[config.mk]
export PLATFORM = sky130hd
export DESIGN_NAME = float_to_int_seq
export DESIGN_NICKNAME = d
export VERILOG_FILES = /design/src/rtl/float_to_int_seq_pkg.sv /design/src/rtl/float_fields.sv /design/src/rtl/float_to_int_seq.sv
export SDC_FILE = /design/constraint.sdc
export NUM_CORES = 1
export LEC_CHECK = 0
export ABC_CLOCK_PERIOD_IN_PS = 4400
export BUFFER_PORTS_ARGS = -buffer_cell sky130_fd_sc_hd__buf_2
export CAP_MARGIN = 20
export CORE_MARGIN = 3
export CORE_UTILIZATION = 59
export CTS_CLUSTER_SIZE = 8
export DETAILED_ROUTE_END_ITERATION = 16
export PLACE_DENSITY_LB_ADDON = 0.05
export SLEW_MARGIN = 30
export SYNTH_ARGS = -nofsm -noshare
export SYNTH_HDL_FRONTEND = slang
export SYNTH_SLANG_ARGS = --single-unit
[constraint.sdc]
create_clock -name clk -period 4.4 [get_ports clk]
set_input_delay 0.44 -clock clk [delete_from_list [all_inputs] [get_ports clk]]
set_output_delay 0.44 -clock clk [all_outputs]
set_load 0.05 [all_outputs]
[src/rtl/float_to_int_seq_pkg.sv]
// rtl/float_to_int_seq_pkg.sv - shared constants, state encoding and helpers for the float-to-int converter
package float_to_int_seq_pkg;

  localparam int BIAS   = 127;
  localparam int MANT_W = 23;
  localparam int INT_W  = 32;

  localparam logic [7:0] EXP_MAX   = 8'hFF;
  localparam logic [7:0] EXP_BIAS  = 8'(BIAS);
  // Exponent at which the 24-bit significand is already integer-aligned (k=0).
  localparam logic [7:0] EXP_ALIGN = 8'(BIAS + MANT_W);
  // First exponent whose magnitude no longer fits a positive INT_W-bit value.
  localparam logic [7:0] EXP_SAT   = 8'(BIAS + INT_W - 1);

  localparam logic [INT_W-1:0] INT_MAX = 32'h7FFF_FFFF;
  localparam logic [INT_W-1:0] INT_MIN = 32'h8000_0000;

  typedef enum logic [1:0] {
    ST_IDLE   = 2'd0,
    ST_SHIFT  = 2'd1,
    ST_FINISH = 2'd2
  } convState_t;

  function automatic logic [INT_W-1:0] applySign(input logic neg, input logic [INT_W-1:0] mag);
    return neg ? (~mag + 32'd1) : mag;
  endfunction

  function automatic logic [INT_W-1:0] satValue(input logic neg);
    return neg ? INT_MIN : INT_MAX;
  endfunction

endpackage

[src/rtl/float_fields.sv]
// rtl/float_fields.sv - combinational split of a single-precision float into fields and class bits
module float_fields
  import float_to_int_seq_pkg::*;
(
  input  logic [31:0]       data,
  output logic              sign,
  output logic [7:0]        expField,
  output logic [MANT_W-1:0] mant,
  output logic              isNan,
  output logic              isInf,
  output logic              isSmall
);

  assign sign     = data[31];
  assign expField = data[30:23];
  assign mant     = data[MANT_W-1:0];

  assign isNan   = (expField == EXP_MAX) && (mant != '0);
  assign isInf   = (expField == EXP_MAX) && (mant == '0);
  // Zero, subnormals and any |value| < 1 truncate to 0.
  assign isSmall = expField < EXP_BIAS;

endmodule

[src/rtl/float_to_int_seq.sv]
// rtl/float_to_int_seq.sv - sequential float32 to int32 converter with a one-bit-per-cycle aligner
module float_to_int_seq
  import float_to_int_seq_pkg::*;
(
  input  logic             clk,
  input  logic             rst,
  input  logic             start_i,
  input  logic [31:0]      data_i,
  output logic [INT_W-1:0] data_o,
  output logic             busy_o,
  output logic             done_o,
  output logic             overflow_o,
  output logic             invalid_o
);

  convState_t        state, stateNext;
  logic [INT_W-1:0]  mag, magNext;
  logic [4:0]        cnt, cntNext;
  logic              shiftLeft, shiftLeftNext;
  logic              signQ, signNext;
  logic [INT_W-1:0]  dataQ, dataNext;
  logic              ovfQ, ovfNext;
  logic              invQ, invNext;

  logic              fSign, fNan, fInf, fSmall, fLeft;
  logic [7:0]        fExp;
  logic [MANT_W-1:0] fMant;
  logic [INT_W-1:0]  fMag, shifted;
  logic [4:0]        fK;

  float_fields uFields (
    .data     (data_i),
    .sign     (fSign),
    .expField (fExp),
    .mant     (fMant),
    .isNan    (fNan),
    .isInf    (fInf),
    .isSmall  (fSmall)
  );

  assign fMag  = {8'd0, 1'b1, fMant};
  assign fLeft = fExp >= EXP_ALIGN;
  // Only meaningful on the normal path, where the distance is at most 23.
  assign fK    = fLeft ? 5'(fExp - EXP_ALIGN) : 5'(EXP_ALIGN - fExp);

  assign shifted = shiftLeft ? {mag[INT_W-2:0], 1'b0} : {1'b0, mag[INT_W-1:1]};

  always_comb begin
    stateNext     = state;
    magNext       = mag;
    cntNext       = cnt;
    shiftLeftNext = shiftLeft;
    signNext      = signQ;
    dataNext      = dataQ;
    ovfNext       = ovfQ;
    invNext       = invQ;
    case (state)
      ST_SHIFT: begin
        magNext = shifted;
        cntNext = cnt - 5'd1;
        if (cnt == 5'd1) begin
          stateNext = ST_FINISH;
          dataNext  = applySign(signQ, shifted);
          ovfNext   = 1'b0;
          invNext   = 1'b0;
        end
      end
      default: begin
        // FINISH accepts a new start exactly like IDLE, allowing back-to-back requests.
        stateNext = ST_IDLE;
        if (start_i) begin
          stateNext     = ST_FINISH;
          signNext      = fSign;
          magNext       = fMag;
          cntNext       = fK;
          shiftLeftNext = fLeft;
          ovfNext       = 1'b0;
          invNext       = 1'b0;
          if (fNan) begin
            invNext  = 1'b1;
            dataNext = INT_MIN;
          end else if (fInf) begin
            ovfNext  = 1'b1;
            dataNext = satValue(fSign);
          end else if (fSmall) begin
            dataNext = '0;
          end else if (fExp >= EXP_SAT) begin
            if (fSign && fExp == EXP_SAT && fMant == '0) begin
              dataNext = INT_MIN;
            end else begin
              ovfNext  = 1'b1;
              dataNext = satValue(fSign);
            end
          end else if (fK == 5'd0) begin
            dataNext = applySign(fSign, fMag);
          end else begin
            stateNext = ST_SHIFT;
          end
        end
      end
    endcase
  end

  always_ff @(posedge clk) begin
    if (rst) begin
      state     <= ST_IDLE;
      mag       <= '0;
      cnt       <= '0;
      shiftLeft <= 1'b0;
      signQ     <= 1'b0;
      dataQ     <= '0;
      ovfQ      <= 1'b0;
      invQ      <= 1'b0;
    end else begin
      state     <= stateNext;
      mag       <= magNext;
      cnt       <= cntNext;
      shiftLeft <= shiftLeftNext;
      signQ     <= signNext;
      dataQ     <= dataNext;
      ovfQ      <= ovfNext;
      invQ      <= invNext;
    end
  end

  assign data_o     = dataQ;
  assign overflow_o = ovfQ;
  assign invalid_o  = invQ;
  assign done_o     = (state == ST_FINISH);
  assign busy_o     = (state != ST_IDLE);

endmodule

==> key figures <==
CTS
  – Clock buffer depth: 2
  – Worst-Skew Late Latency: 360 ps
  – Root buffer cell: clkbuf_8
  – CTS Hold Bufs: 0
  – CTS H-tree lvls: 3
  – Post_cts resized: 0
  – CTS tree: done
  – # Post-CTS Setup Buffers: 0
  – Clock Sinks: 75
  – Cts bufs inserted: 9
  – Clk slew on worst S/H paths: approximately 90 ps

Drt
  – Post-route DRC: 0
  – Vias: between 6,000 and 7,000
  – Initial DRT Pass Iterations: 5
  – WL/cell: roughly 20 µm
  – Initial DRC count: 634
  – Wire length on met1: 7.47 mm
  – Vias per cell: about 6.7
  – Top layer in use: met4
  – Met2 Wirelength: ~8.1 mm
  – Post-DRT Antenna Nets: 0
  – WL met3: 1.67 mm
  – Final WL: approximately 18 mm

Layout
  – Layout net count: slightly above 800
  – Post-route cell area: 6230 µm²
  – Core Util, Final: between 60% and 70%
  – # diodes: 0
  – Layout cells sized above 1: 15.7%
  – Area growth syn-to-layout: 8.98%
  – Non-Filler Instances: roughly 900

Synth
  – Post-Syn Instances: approximately 750
  – Synth cell count leaders: 101 x nor2_1, 75 x dfxtp_1, 60 x a211oi_1
  – Synth Warn #: 0
  – Syn_area_per_cell: about 7.6 µm²
  – Largest cells by area after synthesis: dfxtp_1 26%, a211oi_1 7.9%, nor2_1 6.6%, mux2i_1 6.5%, nand2_1 3.0%
  – Number of flops mapped to enable cells by yosys: 0
  – Register area share after synthesis: a little over a quarter
  – Most common cell in the netlist: nor2_1
  – Mapped Area: 5710 µm²
  – Top_reg_cell synth: dfxtp_1
  – Post-synthesis cell type count: 65
  – Area leader, netlist: dfxtp_1
  – Synthesis-stage register bit count: 75
  – Synth Net Count: slightly below 800
  – Async S/R FF share, synth: 0%
  – Yosys top cell area share: 26.3%

Placement
  – Dpl hpwl: 13.1 mm
  – Placed Cells: between 800 and 900
  – Port Buf Inserts: 70
  – DP Worst Slack: between 1000 and 1500 ps
  – Routability-driven placement congestion ratio: slightly below 1
  – Area after DPL: 6040 µm²

STA
  – RSZ-0062 raised after global routing: false
  – Setup_tns: 0 ps
  – Clock skew: 13.6 ps
  – Final min period: 3350 ps
  – Hold WS: roughly 460 ps
  – Fin. Hold Viols: 0
  – Post-route setup slack: between 1000 and 1500 ps
  – Max Transition Viols Final: 0
  – Fmax: about 300 MHz
  – Worst-Margin Slew: approximately 810 ps
  – Final Cycle Share: approximately 76%
  – Worst slew margin: a little under half
  – Setup-failing EPs final: 0

Run status
  – Outcome: complete, no violations

Power and ir drop
  – Sw Ratio: 41.3%
  – IR Drop Worst-Case VDD: ~0.00022 V
  – Cell Int Power: 1.17 mW
  – LEAKAGE: ~2.3 nW
  – Pwr Density: about 320 nW/µm²
  – Gate power share: about a third
  – Sequential share of power: about two fifths
  – Clk pwr share: roughly a quarter
  – Net Sw Power: about 820 µW
  – Pwr Total: roughly 2 mW

Floorplan
  – Die width: 104 µm
  – Die area: ~11,000 µm²
  – Initial Utilization: about three fifths
  – Row count: 35
  – Ports: between 70 and 80
  – Die height: around 100 µm
  – CORE AREA: between 9000 and 10,000 µm²

Worst setup path
  – Setup Crit Path Kind: register to register
  – Reg2Reg Depth: 8
  – Worst-path maximum fanout: 31
  – Worst EP required: about 4700 ps
  – Worst setup SP type: register
  – Worst reg2reg startpoint: shiftLeft
  – Crit path DAT: 3630 ps
  – R2R setup slack: 1050 ps
  – R2R Path End: data_o[20]
  – CP Capture Type: register
  – CP startpoint: shiftLeft

Flow run
  – Maxcap violations: 0

GRT
  – Initial antenna violation count: 0
  – Largest net degree at the start of global routing: 64
  – Global Route Usage Sum: roughly 33%
  – Grt ovf: 0
  – First-pass GRT wire length: approximately 30 mm
  – Vias in the first global route: ~5,600

Min path
  – Hold path endpoint: cnt[0]
  – Hold path depth: 3
  – Worst hold path class: input pin to register
  – Worst hold start: data_i[23]
per-layer routing:
| metal | vias to the layer above | track usage [%] |
|---|---|---|
| li1 | 2887 | - |
| met3 | 65 | 5.40 |
| met2 | 342 | 51.5 |
| met5 | - | 0 |
| met4 | 0 | 17.1 |
| met1 | 2830 | 43.9 |
worst max-delay path by stage:
stage | end | cells after the start
2_1_floorplan | data_o[20] | 13
3_3_place_gp | data_o[18] | 10
3_5_place_dp | data_o[28] | 9
4_1_cts | data_o[20] | 8
5_1_grt | data_o[20] | 8
6_report | data_o[20] | 8
critical path, cell delays in order, from the launching register on:
cell and delay [ps]:
dfxtp_2 710, buf_4 460, mux2i_1 470, nand2_1 230
or4_1 630, o21ai_0 240, xor2_1 170, a22oi_1 100
a211oi_1 260
kinds of logic after synthesis:
family	count (synthesis)	synth area share, %
flip-flops	75	26.3
AO/OA/AOI/OAI	231	28.6
XOR/XNOR	29	4.44
multiplexers	49	8.85
AND/OR/NAND/NOR	282	24.4
buffers and inverters	73	5.45
adder cells (fa/ha/maj)	9	1.97
flip-flops by register name, summed over array words and instances (netlist names):
name and cells:
cnt 5, overflow_o 1, data_o 32, mag 32, invalid_o 1, shiftLeft 1, state 2, signQ 1
final cells by class:
cell class | count | area, µm²
Multi-Input combinational cell | 600 | 3910
Inverter | 12 | 45.0
Tap cell | 129 | 161
Timing Repair Buffer | 80 | 425
Clock buffer | 9 | 124
Clock inverter | 7 | 58.8
Fill cell | 834 | 3100
Sequential cell | 75 | 1500
power groups by stage:
stage / logic (mW) / registers, mW / clock network, mW
floorplan: 0.411 / 0.883 / 0
global placement: 0.654 / 0.806 / 0
detailed placement: 0.665 / 0.808 / 0
CTS: 0.668 / 0.792 / 0.526
global route: 0.731 / 0.803 / 0.560
finish: 0.678 / 0.795 / 0.520
placed cells by master, fill, tap and decap left out, drive strengths merged, types with 3 or more instances in the layout:
master	instances
a2111oi	3
a211oi	65
a21o	3
a21oi	32
a22oi	14
a311oi	4
a31oi	12
and2	3
buf	80
clkbuf	9
clkinv	3
dfxtp	75
ha	9
inv	15
mux2	12
mux2i	37
nand2	46
nand2b	6
nand3	15
nand4	3
nor2	101
nor2b	19
nor3	33
nor3b	6
nor4	12
o211ai	5
o21a	3
o21ai	35
o22ai	13
o2bb2ai	9
o311ai	4
o31ai	8
o41ai	5
or3	10
or4	16
xnor2	17
xor2	12
Note: power is estimated with default switching activity, not from simulation.
